`config.mk`:
```
export PLATFORM = sky130hd
export DESIGN_NAME = mux_sel_rr_arbiter_flat
export DESIGN_NICKNAME = d
export VERILOG_FILES = /design/src/rtl/mux_sel_rr_arbiter_pkg.sv /design/src/rtl/mux_sel_rr_arbiter_if.sv /design/src/rtl/mux_sel_rr_arbiter_rr_pick.sv /design/src/rtl/mux_sel_rr_arbiter.sv /design/src/flat_wrapper.sv
export SDC_FILE = /design/constraint.sdc
export NUM_CORES = 1
export LEC_CHECK = 0
export BUFFER_PORTS_ARGS = -buffer_cell sky130_fd_sc_hd__buf_2
export CAP_MARGIN = 15
export CORE_UTILIZATION = 49
export CTS_CLUSTER_DIAMETER = 100
export DETAILED_ROUTE_END_ITERATION = 6
export PLACE_DENSITY = 0.73
export SKIP_LAST_GASP = 1
export SYNTH_ARGS = -nofsm -noshare
export SYNTH_HDL_FRONTEND = slang
export SYNTH_SLANG_ARGS = --single-unit
```
`constraint.sdc`:
```
create_clock -name clk -period 4 [get_ports clk]
set_input_delay 0.8 -clock clk [delete_from_list [all_inputs] [get_ports clk]]
set_output_delay 0.8 -clock clk [all_outputs]
set_load 0.03 [all_outputs]
```
`src/rtl/mux_sel_rr_arbiter_pkg.sv`:
```
// Shared types and constants for the mux-select round-robin arbiter.
// Combinational helpers only; no latency, no flow control of its own.
package mux_sel_pkg;

    localparam int NUM_CH = 4;
    localparam int IDX_W  = 2;

    typedef logic [IDX_W-1:0]  idx_t;
    typedef logic [NUM_CH-1:0] ch_vec_t;

    localparam logic [1:0] ST_IDLE   = 2'd0;
    localparam logic [1:0] ST_ACTIVE = 2'd1;
    localparam logic [1:0] ST_GAP    = 2'd2;

    // Select pair packed as {s0, s1}; s0 is the MSB of the channel index.
    localparam logic [1:0] SEL_A = 2'b00;
    localparam logic [1:0] SEL_B = 2'b01;
    localparam logic [1:0] SEL_C = 2'b10;
    localparam logic [1:0] SEL_D = 2'b11;

    function automatic logic [1:0] idx_to_sel(idx_t idx);
        case (idx)
            2'd0:    return SEL_A;
            2'd1:    return SEL_B;
            2'd2:    return SEL_C;
            default: return SEL_D;
        endcase
    endfunction

    function automatic ch_vec_t idx_to_onehot(idx_t idx);
        ch_vec_t v;
        v      = '0;
        v[idx] = 1'b1;
        return v;
    endfunction

endpackage

```
`src/rtl/mux_sel_rr_arbiter_if.sv`:
```
// Request/grant bundle between the four consumers and the mux-select arbiter.
// Pure wiring; no latency; the arbiter side is the slave modport.
interface mux_sel_rr_arbiter_if;
    import mux_sel_pkg::*;

    ch_vec_t req;
    logic    done;
    logic    s0;
    logic    s1;
    logic    sel_valid;
    ch_vec_t grant;
    logic    busy;

    modport master (
        output req,
        output done,
        input  s0,
        input  s1,
        input  sel_valid,
        input  grant,
        input  busy
    );

    modport slave (
        input  req,
        input  done,
        output s0,
        output s1,
        output sel_valid,
        output grant,
        output busy
    );

endinterface

```
`src/rtl/mux_sel_rr_arbiter_rr_pick.sv`:
```
// Round-robin pick: first set request scanning upward from last_ptr+1 with wrap.
// Purely combinational; zero latency, no backpressure.
module rr_pick
    import mux_sel_pkg::*;
(
    input  ch_vec_t req,
    input  idx_t    last_ptr,
    output logic    found,
    output idx_t    idx
);

    idx_t cand;

    // Scan from farthest to nearest so the nearest set request wins last.
    always_comb begin
        found = 1'b0;
        idx   = '0;
        cand  = '0;
        for (int k = NUM_CH; k >= 1; k--) begin
            cand = last_ptr + IDX_W'(k);
            if (req[cand]) begin
                found = 1'b1;
                idx   = cand;
            end
        end
    end

endmodule

```
`src/rtl/mux_sel_rr_arbiter.sv`:
```
// Round-robin owner of the 4:1 mux select pair; all outputs registered, grant 1 cycle after req.
// Grant held until done or req drop (plus HOLD_CYCLES dwell limit with MUX_SEL_TIMEOUT_EN), then 1-cycle GAP.
module mux_sel_rr_arbiter
    import mux_sel_pkg::*;
#(
    parameter int HOLD_CYCLES = 4,
    parameter int CNT_W       = 8
) (
    input  logic                 clk,
    input  logic                 rst_n,
    mux_sel_rr_arbiter_if.slave  bus
);

    generate
        if (HOLD_CYCLES < 1 || ((HOLD_CYCLES - 1) >> CNT_W) != 0) begin : g_bad_hold
            $error("HOLD_CYCLES-1 must fit in CNT_W bits and HOLD_CYCLES must be >= 1");
        end
    endgenerate

    localparam logic [CNT_W-1:0] CNT_MAX = CNT_W'(HOLD_CYCLES - 1);

    logic [1:0]       state;
    idx_t             cur;
    idx_t             last_ptr;
    logic [CNT_W-1:0] cnt;
    ch_vec_t          grant_r;
    logic [1:0]       sel_r;
    logic             sel_valid_r;
    logic             busy_r;

    logic             pick_found;
    idx_t             pick_idx;
    logic             timeout;
    logic             exit_now;

    rr_pick u_rr_pick (
        .req      (bus.req),
        .last_ptr (last_ptr),
        .found    (pick_found),
        .idx      (pick_idx)
    );

`ifdef MUX_SEL_TIMEOUT_EN
    assign timeout = (cnt == CNT_MAX);
`else
    assign timeout = 1'b0;
`endif

    // done and a req drop on the same edge collapse into a single exit.
    assign exit_now = bus.done || !bus.req[cur] || timeout;

    always_ff @(posedge clk or negedge rst_n) begin
        if (!rst_n) begin
            state       <= ST_IDLE;
            cur         <= '0;
            last_ptr    <= 2'd3;
            cnt         <= '0;
            grant_r     <= '0;
            sel_r       <= SEL_A;
            sel_valid_r <= 1'b0;
            busy_r      <= 1'b0;
        end else begin
            case (state)
                ST_IDLE: begin
                    if (pick_found) begin
                        state       <= ST_ACTIVE;
                        cur         <= pick_idx;
                        cnt         <= '0;
                        grant_r     <= idx_to_onehot(pick_idx);
                        sel_r       <= idx_to_sel(pick_idx);
                        sel_valid_r <= 1'b1;
                        busy_r      <= 1'b1;
                    end
                end
                ST_ACTIVE: begin
                    if (cnt != CNT_MAX) begin
                        cnt <= cnt + 1'b1;
                    end
                    if (exit_now) begin
                        state       <= ST_GAP;
                        last_ptr    <= cur;
                        grant_r     <= '0;
                        sel_valid_r <= 1'b0;
                    end
                end
                ST_GAP: begin
                    state  <= ST_IDLE;
                    busy_r <= 1'b0;
                end
                default: begin
                    state       <= ST_IDLE;
                    grant_r     <= '0;
                    sel_valid_r <= 1'b0;
                    busy_r      <= 1'b0;
                end
            endcase
        end
    end

    assign bus.s0        = sel_r[1];
    assign bus.s1        = sel_r[0];
    assign bus.sel_valid = sel_valid_r;
    assign bus.grant     = grant_r;
    assign bus.busy      = busy_r;

endmodule

```
`src/flat_wrapper.sv`:
```
// flat-port wrapper written by rule: the top's interface ports become plain ports
module mux_sel_rr_arbiter_flat import mux_sel_pkg::*;
#(
    parameter int HOLD_CYCLES = 4,
    parameter int CNT_W       = 8
)
  (clk, rst_n, bus_req, bus_done, bus_s0, bus_s1, bus_sel_valid, bus_grant, bus_busy);
  mux_sel_rr_arbiter_if bus_i ();
  input  logic clk;
  input  logic rst_n;
  input wire logic [$bits(bus_i.req)-1:0] bus_req;
  input wire logic [$bits(bus_i.done)-1:0] bus_done;
  output wire logic [$bits(bus_i.s0)-1:0] bus_s0;
  output wire logic [$bits(bus_i.s1)-1:0] bus_s1;
  output wire logic [$bits(bus_i.sel_valid)-1:0] bus_sel_valid;
  output wire logic [$bits(bus_i.grant)-1:0] bus_grant;
  output wire logic [$bits(bus_i.busy)-1:0] bus_busy;
  assign bus_i.req = bus_req;
  assign bus_i.done = bus_done;
  assign bus_s0 = bus_i.s0;
  assign bus_s1 = bus_i.s1;
  assign bus_sel_valid = bus_i.sel_valid;
  assign bus_grant = bus_i.grant;
  assign bus_busy = bus_i.busy;
  mux_sel_rr_arbiter #(.HOLD_CYCLES(HOLD_CYCLES), .CNT_W(CNT_W)) u_core (.clk(clk), .rst_n(rst_n), .bus(bus_i));
endmodule
```
# Word level (Yosys, flattened, before mapping)
# Index checks and enable logic that the tools add are counted.
[word_totals] reg_bits=14 input_bits=7 out_inout_bits=8 word_cells=66
[classes] add_sub_neg=3 order_cmp=7 n_eq_ne=6 n_mux=31 n_bitwise=2 n_reduce_logical=10
[op_table] op="2-bit by 3-bit < comparator with 1-bit output, second input constant" n=6
[op_table] op="1-bit 2-to-1 mux" n=12
[op_table] op="2-bit 2-to-1 mux" n=6
[op_table] op="4-bit one-hot mux with 3 select lines" n=1
[op_table] op="1-bit binary-select mux with 2-bit select" n=5
[op_table] op="4-bit 2-to-1 mux" n=2
[op_table] op="2-bit AND reduction" n=4
[op_table] op="2-bit one-hot mux with 3 select lines" n=1
[op_table] op="2-bit adder, second input constant" n=2
[op_table] op="2-bit by 1-bit == test with 1-bit output, second input constant" n=2
[op_table] op="2-bit == test, second input constant" n=2
[op_table] op="2-bit zero test" n=2
[op_table] op="2-bit by 1-bit != test with 1-bit output, second input constant" n=2
[op_table] op="2-bit one-hot mux with 2 select lines" n=1
[op_table] op="1-bit one-hot mux with 3 select lines" n=1
[op_table] op="3-bit AND reduction" n=1
[op_table] op="2-bit by 1-bit adder with 2-bit output, second input constant" n=1
[op_table] op="1-bit demux with 2-bit select" n=1
[op_table] op="2-bit by 1-bit >= comparator with 1-bit output, second input constant" n=1
[op_table] op="1-bit inverter" n=2
[op_table] op="1-bit one-hot mux with 2 select lines" n=1
[op_table] op="1-bit logical AND" n=1
[op_table] op="1-bit zero test" n=1
[op_table] op="1-bit logical OR" n=1

# Logic depth before layout (Yosys ltp)
# Gate-level depths: netlist of the first run.
[depth] word_depth=12 ltp_mapped=5 ltp_nobuf=4

# By module
# A second synthesis of the first run with hierarchy kept.
[unflattened] cells_unflattened=75 hier_area_um2=787.0
[modules_own_cells] mod="mux_sel_rr_arbiter" n_inst=1 cells_each=61 area_each_um2=695.7 seq_area_each_um2=352.8
[modules_own_cells] mod="rr_pick" n_inst=1 cells_each=14 area_each_um2=91.3 seq_area_each_um2=0.0

# Worst setup path before layout of the first run
# No wires, ideal clock.
[synth_timing] path_kind="input to register" from="input port bus_req[0]" to="register u_core.grant_r[2], in the netlist u_core.bus.grant[2]" setup_time_ps=66 arrival_time_ps=1750 t_required_ps=3934 setup_slack_ps=2184 cell_stages=5 n_path_buf=1 cell_sequence="nor4_2 or3_1 buf_6 nor4_4 a22o_1"
[synth_between] elab_chain_cells=12 elab_cells_between_ends=30 cone_classes="2 x order compare; 2 x eq/ne; 22 x mux; 4 x reduce/logical"
[synth_rtl] item="start, declared" line="flat_wrapper.sv:11" rtl="input wire logic [$bits(bus_i.req)-1:0] bus_req;"
[synth_rtl] item="1-bit binary-select mux with 2-bit select" line="mux_sel_rr_arbiter_rr_pick.sv:21" rtl="if (req[cand]) begin"
[synth_rtl] item="1-bit 2-to-1 mux (not written as such)" line="mux_sel_rr_arbiter_rr_pick.sv:21"
[synth_rtl] item="2-bit 2-to-1 mux (4 in a row)" line="mux_sel_rr_arbiter_rr_pick.sv:21"
[synth_rtl] item="2-bit by 3-bit < comparator with 1-bit output (not written as such) or 2-bit by 1-bit >= comparator with 1-bit output (tied branches)" line="mux_sel_rr_arbiter_pkg.sv:33" rtl="v[idx] = 1'b1;"
[synth_rtl] item="1-bit logical AND (not written as such)" line="mux_sel_rr_arbiter_pkg.sv:33"
[synth_rtl] item="1-bit 2-to-1 mux (not written as such)" line="mux_sel_rr_arbiter_pkg.sv:33"
[synth_rtl] item="1-bit demux with 2-bit select"
[synth_rtl] item="4-bit 2-to-1 mux" line="mux_sel_rr_arbiter.sv:65" rtl="if (pick_found) begin"
[synth_rtl] item="4-bit one-hot mux with 3 select lines" line="mux_sel_rr_arbiter.sv:63" rtl="case (state)"
[synth_rtl] item="end signal, assigned" line="mux_sel_rr_arbiter.sv:69" rtl="grant_r <= idx_to_onehot(pick_idx);"
[synth_rtl] item="end, declared" line="mux_sel_rr_arbiter.sv:26" rtl="ch_vec_t grant_r;"
# Several ways; a longest one is shown, not always the timed one. The select of a mux whose other input is x is not followed.
# A chain may end at the register's enable or synchronous reset.

# Final worst setup path of the first run
[layout_timing] from="input port bus_req[2]" to="register u_core.grant_r[3], in the netlist u_core.bus.grant[3]"
# The elaborated chain is that of the path after synthesis.

==> impl_metrics.toml, run 1 <==
[status]
status = "finished, final reports clean"

[timing]
setup_tns_ns = 0
period_needed_ns = 1.81
clock_skew_ns = 0.00267
final_critical_path_setup_slack_ns = 2.19
number_of_hold_violations_in_the_final_report = 0
timing.slew.headroom_pct = 68.0
fin_max_slew_vios = 0
finalCritPeriodShare_pct = 45.2
fmaxAchievable_ghz = 0.553
setup_repair_after_global_routing_missed_its_margin = "false"
final.hold.worst_slack_ns = 0.407
final_number_of_setup_violating_endpoints = 0
timing_worst_slew_pin_value_ns = 0.480

[placed_design]
dp_cells = 85
dpl.hpwl_um = 1020
pre_cts_ws_ns = 1.92
gp_routability_congestion = 0.763
numPortBuffers = 14

[yosys]
synth-seq-area-share_pct = 49.2
dominant_combinational_cell_family_by_area_after_synthesis = "compound AO/OA/AOI/OAI gates"
yosysWarningCount = 0
synth.lib_cells_used.distinct = 29
synthesis.area_per_instance_sq_um = 11.5
synthMuxAreaShare_pct = 7.89
post-synth-top-area-fraction_pct = 41.4
synth_compound_area_share_pct = 21.6
synth_area_sq_um = 666
synth_seq_cells = 13
synth.area.top_cells = "sky130_fd_sc_hd__dfrtp_1 (41%), sky130_fd_sc_hd__dfstp_2 (7.9%), sky130_fd_sc_hd__mux2i_1 (4.5%), sky130_fd_sc_hd__o2bb2ai_1 (3.9%), sky130_fd_sc_hd__mux2_2 (3.4%)"
post_syn_instances = 58
synthXorXnorAreaFrac_pct = 0
yosys.area.top_type = "sky130_fd_sc_hd__dfrtp_1"
synth_adder_area_share_pct = 0
synth_simple_gate_area_share_pct = 19.0
postSynthNetCount = 65

[finish]
n_antenna_cell = 0
final_cell_count_no_fill = 89
finalNetCount = 83
areaGrowthSynthToFinish_pct = 15.4
filler_cell_count = 105
layout-drive-gt1-share_pct = 37.3

[clock_tree]
setup_bufs_post_cts = 0
clk_latency_ns = 0.26
ctsHtreeMaxLevel = 1
cts_made_buffers = 3
holdBufCountCts = 0
postcts_resize_cnt = 0
cts_buffer_depth = 2
clock-root-buffer = "sky130_fd_sc_hd__clkbuf_4"
cts_num_sinks = 13
clk_pin_slew_ns = 0.07
cts_tree = "built"

[grt]
vias_in_the_first_global_route = 448
grt_antenna_before_repair = 0
grt_usage_pct = 21.4
grt_remaining_overflow = 0
grt_first_pass_wirelength_um = 2120
grt_max_degree = 14

[floorplanning]
die-area_sq_mm = 0.00151
die_height_um = 38.9
std_cell_rows = 12
boundaryPins = 15
placeableCoreArea_sq_mm = 0.00119
start_util_pct = 56.1
die_x_um = 38.9

[worst_setup_path]
cp_data_arrival_time_ns = 2.02
path_max_fanout = 6
timing.critical_path.to_type = "register"
critical_path_startpoint_category = "primary input"
required_ns = 4.21
worst_setup_path_type = "in -> reg"
r2r_cell_count = 3

[pwr]
power_per_cell_area_mw_per_mm2 = 873
net-switching-power_w = 0.000300
sw_frac_of_total_pct = 44.7
max-vdd-ir-drop_mv = 0.452
p_leak_nw = 0.355
p_int_w = 0.000371
power_frac_comb_pct = 49.0
sequentialPowerShare_pct = 39.6
power.total_w = 0.000671
power_frac_clock_pct = 11.4

[routing]
wirelength_um = 1340
route.top_layer_used = "met3"
detailroute.via_count = 521
ant_nets = 0
total_length_of_routed_met2_wires_um = 596
drt_iter0_markers = 7
vias_per_cell = 5.85
route.layer.met1.wl_um = 715
dr.pass1.iters = 3
drt_drc_violations_left = 0
routed_wire_length_per_instance_um = 15.1
met3_wirelength_um = 31

[hold_path]
type_of_the_worst_min_delay_path = "in -> async"

[flow_run]
drv_cap = 0
==> state kept, by name, summed over array words and instances (netlist names) <==
register	flops
u_core.bus.busy	1
u_core.bus.grant	4
u_core.bus.sel_valid	1
u_core.state	2
u_core.last_ptr	2
u_core.cur	2
u_core.sel_r	1
==> final cells by class <==
cell class,instances,area (sq um),area share [%]
sequential,13,328,42.7
clock buffer,4,26.3,3.42
tap,14,17.5,2.28
inverter,1,3.75,0.489
multi-input combinational,43,323,42.0
timing repair buffer,14,70.1,9.12
==> synthesized netlist by cell type (all sizes together) <==
library cell,count
dfrtp,11
a21oi,4
nand2,4
nor2,4
mux2i,3
o2bb2ai,3
a21o,2
a22o,2
dfstp,2
mux2,2
nand2b,2
nor3,2
nor4,2
o21ai,2
a21boi,1
buf,1
inv,1
nor2b,1
nor3b,1
o211a,1
o221a,1
o221ai,1
o22ai,1
o31ai,1
or2,1
or2b,1
or3,1
==> stage by stage <==
step           utilization, %  instance area (sq um)
2_1_floorplan               -                    666
3_3_place_gp             62.6                    742
3_5_place_dp             62.6                    742
4_1_cts                  64.8                    768
5_1_grt                  64.8                    768
6_report                 64.8                    768
==> metal layers <==
metal	GRT usage [%]	vias to the layer above
li1	-	254
met1	33.8	258
met2	29.2	9
met3	1.73	0
met4	10.3	0
met5	0	-
==> placed cells by master, fill, tap and decap left out <==
cell type,netlist,layout
sky130_fd_sc_hd__o2bb2ai_1,3,3
sky130_fd_sc_hd__a21boi_2,1,1
sky130_fd_sc_hd__o211a_1,1,1
sky130_fd_sc_hd__dfrtp_1,11,11
sky130_fd_sc_hd__inv_1,1,1
sky130_fd_sc_hd__nand2b_1,2,2
sky130_fd_sc_hd__nand2_1,4,4
sky130_fd_sc_hd__o21ai_0,2,2
sky130_fd_sc_hd__a21o_1,2,2
sky130_fd_sc_hd__nor3b_1,1,1
sky130_fd_sc_hd__or2b_2,1,1
sky130_fd_sc_hd__mux2_2,2,2
sky130_fd_sc_hd__o31ai_1,1,1
sky130_fd_sc_hd__mux2i_1,3,3
sky130_fd_sc_hd__or2_2,1,1
sky130_fd_sc_hd__clkbuf_1,0,1
sky130_fd_sc_hd__o221a_2,1,1
sky130_fd_sc_hd__nor4_4,1,1
sky130_fd_sc_hd__nor3_1,1,1
sky130_fd_sc_hd__o22ai_1,1,1
sky130_fd_sc_hd__clkbuf_4,0,3
sky130_fd_sc_hd__nor4_2,1,1
sky130_fd_sc_hd__nor2_1,4,4
sky130_fd_sc_hd__nor2b_1,1,1
sky130_fd_sc_hd__a21oi_1,4,4
sky130_fd_sc_hd__o221ai_1,1,1
sky130_fd_sc_hd__buf_2,0,14
sky130_fd_sc_hd__or3_1,1,1
sky130_fd_sc_hd__dfstp_2,2,2
sky130_fd_sc_hd__a22o_1,2,2
sky130_fd_sc_hd__nor3_2,1,1
==> worst max-delay path: stages <==
cell and delay (ns):
sky130_fd_sc_hd__buf_2 0.14, sky130_fd_sc_hd__nor4_2 0.07, sky130_fd_sc_hd__or3_1 0.43, sky130_fd_sc_hd__nor4_4 0.40, sky130_fd_sc_hd__a22o_1 0.17
==> logic make-up after synthesis <==
kind of cell	after synthesis
AOI/OAI and AO/OA	19
buffers and inverters	2
DFF	13
muxes	5
and+or+nand+nor	19
==> power groups by stage <==
stage / sequential [W] / combinational, W / clock [W]
6_report: 0.000266 / 0.000328 / 0.0000766
5_1_grt: 0.000276 / 0.000356 / 0.0000873
4_1_cts: 0.000264 / 0.000329 / 0.0000782
3_5_place_dp: 0.000267 / 0.000327 / 0
3_3_place_gp: 0.000266 / 0.000320 / 0
2_1_floorplan: 0.000328 / 0.000187 / 0
==> final timing paths <==
| check | from | end | slack [ns] |
|---|---|---|---|
| setup / recovery | bus_req[2] | u_core.bus.grant[3] | 2.19 |
| hold / removal | rst_n | u_core.state[0] | 0.41 |
| setup reg to reg | u_core.state[1] | u_core.bus.grant[3] | 2.40 |
| hold reg to reg | u_core.sel_r[1] | u_core.sel_r[1] | 0.49 |
| max in group asynchronous | rst_n | u_core.last_ptr[0] | 3.32 |
| min in group clk | u_core.sel_r[1] | u_core.sel_r[1] | 0.49 |
Power figures use the tool's default switching activity.
==> inputs of run 2 (changes only) <==
--- a/config.mk
+++ b/config.mk
@@ -7,10 +7,10 @@
 export LEC_CHECK = 0
 export BUFFER_PORTS_ARGS = -buffer_cell sky130_fd_sc_hd__buf_2
 export CAP_MARGIN = 15
-export CORE_UTILIZATION = 49
+export CORE_UTILIZATION = 45
 export CTS_CLUSTER_DIAMETER = 100
 export DETAILED_ROUTE_END_ITERATION = 6
-export PLACE_DENSITY = 0.73
+export PLACE_DENSITY = 0.71
 export SKIP_LAST_GASP = 1
 export SYNTH_ARGS = -nofsm -noshare
 export SYNTH_HDL_FRONTEND = slang
==> constraint.sdc (replaced) <==
create_clock -name clk -period 1.45 [get_ports clk]
set_input_delay 0.29 -clock clk [delete_from_list [all_inputs] [get_ports clk]]
set_output_delay 0.29 -clock clk [all_outputs]
set_load 0.03 [all_outputs]
==> run 2 against run 1 <==
Against the previous run:
- clock power grew to 2.8 times the previous value
- combinational power grew to 3.3 times the previous value
- global-route usage grew 0.28 points
- clock skew shrank 0.0020 ns
- count of clock-buffer cells in the layout is the same
- die area grew 8.4%
- critical path depth shrank 1
- power grew to 3.0 times the previous value
- critical endpoint unchanged
- highest routed layer is now met4
==> impl_metrics.toml, run 2 (synthesis results as in run 1) <==
[finish]
areaGrowthSynthToFinish_pct = 27.3
commonest_non_fill_non_tap_cell_in_the_layout = "sky130_fd_sc_hd__buf_2"
finalNetCount = 90
layout_common_cells = "sky130_fd_sc_hd__buf_2 (14), sky130_fd_sc_hd__dfrtp_1 (11), sky130_fd_sc_hd__buf_4 (6)"
final_cell_count_no_fill = 97
largest_register_ff_count = 4
layout-drive-gt1-share_pct = 45.1
layout.cell_area.non_filler_sq_um = 847
n_antenna_cell = 0

[clock_tree]
clk_pin_slew_ns = 0.07
clock-root-buffer = "sky130_fd_sc_hd__clkbuf_4"
cts_buffer_depth = 2
setup_bufs_post_cts = 0
cts_made_buffers = 3
cts_num_sinks = 13
ctsHtreeMaxLevel = 1
clk_latency_ns = 0.27
cts_tree = "built"

[routing]
ant_nets = 0
vias_per_cell = 5.59
detailroute.via_count = 542
wirelength_um = 1380
drt_iter0_markers = 5
drt_drc_violations_left = 0
dr.pass1.iters = 3
routed_wire_length_per_instance_um = 14.2

[grt]
met3_usage_pct = 7.22
vias_in_the_first_global_route = 506
grt_antenna_before_repair = 0
grt_max_degree = 14
globalRoute.busiestLayer = "met2"
grt_first_pass_wirelength_um = 2240
grt_usage_pct = 21.7
gr-usage-met2_pct = 32.1
met1_usage_pct = 27.6
grt_remaining_overflow = 0

[worst_setup_path]
worst_setup_path_type = "reg -> reg"
critical_path_startpoint_category = "register"
required_ns = 1.61
path_max_fanout = 4
timing.critical_path.to_type = "register"
cp_data_arrival_time_ns = 1.56

[timing]
fmaxAchievable_ghz = 0.713
clock_skew_ns = 0.000661
number_of_hold_violations_in_the_final_report = 0
timing_worst_slew_pin_value_ns = 0.512
setup_repair_after_global_routing_missed_its_margin = "true"
period_needed_ns = 1.40
fin_max_slew_vios = 0
timing.slew.headroom_pct = 65.8
final_number_of_setup_violating_endpoints = 0
finalCritPeriodShare_pct = 96.7

[flow_run]
drv_cap = 0

[floorplanning]
std_cell_rows = 13
start_util_pct = 49.9
die-area_sq_mm = 0.00164
boundaryPins = 15
placeableCoreArea_sq_mm = 0.00133
die_x_um = 40.5
die_height_um = 40.5

[pwr]
max-vdd-ir-drop_mv = 1.44
sw_frac_of_total_pct = 43.1
power_frac_comb_pct = 53.8
power_frac_clock_pct = 10.8
p_leak_nw = 0.393
power_per_cell_area_mw_per_mm2 = 2340
net-switching-power_w = 0.000856
p_int_w = 0.00113
sequentialPowerShare_pct = 35.4

[placed_design]
dp_cells = 92
dpl.hpwl_um = 1050
placedInstanceArea_sq_um = 795
numPortBuffers = 14
gp_routability_congestion = 0.698

[status]
status = "finished, final reports clean"

[hold_path]
type_of_the_worst_min_delay_path = "in -> async"
==> run 2: changes by cell type in the layout (fill, tap and decap cells not counted), sizes merged <==
cell,before,now
buf,14,20
dlygate4sd3,0,1
==> run 2: worst max-delay path, stage by stage, from the launching register on <==
cell and delay, ns:
sky130_fd_sc_hd__dfrtp_1 0.40, sky130_fd_sc_hd__mux2i_1 0.25, sky130_fd_sc_hd__o22ai_2 0.13, sky130_fd_sc_hd__o211a_1 0.27
sky130_fd_sc_hd__a22o_1 0.24
==> run 2: power groups by stage <==
stage | Clock, W | Sequential, W | Combinational [W]
2_1_floorplan | 0 | 0.000905 | 0.000520
3_3_place_gp | 0 | 0.000701 | 0.00101
3_5_place_dp | 0 | 0.000702 | 0.00102
4_1_cts | 0.000224 | 0.000701 | 0.00103
5_1_grt | 0.000249 | 0.000725 | 0.00117
6_report | 0.000214 | 0.000702 | 0.00107
==> run 2: per-stage QoR <==
step / power, W / setup slack (ns) / util [%] / setup TNS (ns) / hold WS (ns)
3_5_place_dp: 0.00173 / -0.0275 / 59.6 / -0.0769 / 0.188
2_1_floorplan: 0.00143 / 0.0198 / - / 0 / -0.00559
5_1_grt: 0.00214 / -0.0306 / 63.5 / -0.0837 / 0.453
6_report: 0.00198 / 0.0477 / 63.5 / 0 / 0.434
4_1_cts: 0.00195 / 0.0247 / 62.3 / 0 / 0.430
3_3_place_gp: 0.00171 / -0.0284 / 59.6 / -0.0605 / 0.187
==> run 2: path summary, 6_finish.rpt <==
path | start | endpoint | slack, ns | cells after the start
max | u_core.cur[1] | u_core.bus.grant[3] | 0.05 | 4
min reg2reg | u_core.sel_r[1] | u_core.sel_r[1] | 0.48 | 1
max reg2reg | u_core.cur[1] | u_core.bus.grant[3] | 0.05 | 4
min in group clk | u_core.sel_r[1] | u_core.sel_r[1] | 0.48 | 1
min | rst_n | u_core.bus.sel_valid | 0.43 | 2
max in group asynchronous | rst_n | u_core.last_ptr[1] | 0.74 | 2
==> run 2: area by class of cell <==
| class | count | area [sq um] |
|---|---|---|
| well taps | 15 | 18.8 |
| fillers | 111 | 487 |
| multi-input cells | 43 | 345 |
| repair buffers | 21 | 125 |
| flip-flops and latches | 13 | 328 |
| inverters | 1 | 3.75 |
| clock buffers | 4 | 26.3 |
==> run 2: timing repair <==
item	4_1_cts	5_1_grt
endpoints found under the hold margin	11	0
endpoints found under the setup margin	0	6
hold buffers	1	0
gates resized for setup	0	3
==> run 2: per-layer routing <==
layer / part of all wire, % / up-vias
met2: 46 / 14
met5: 0 / -
li1: - / 267
met4: 1.7 / 0
met3: 4.9 / 4
met1: 47 / 257
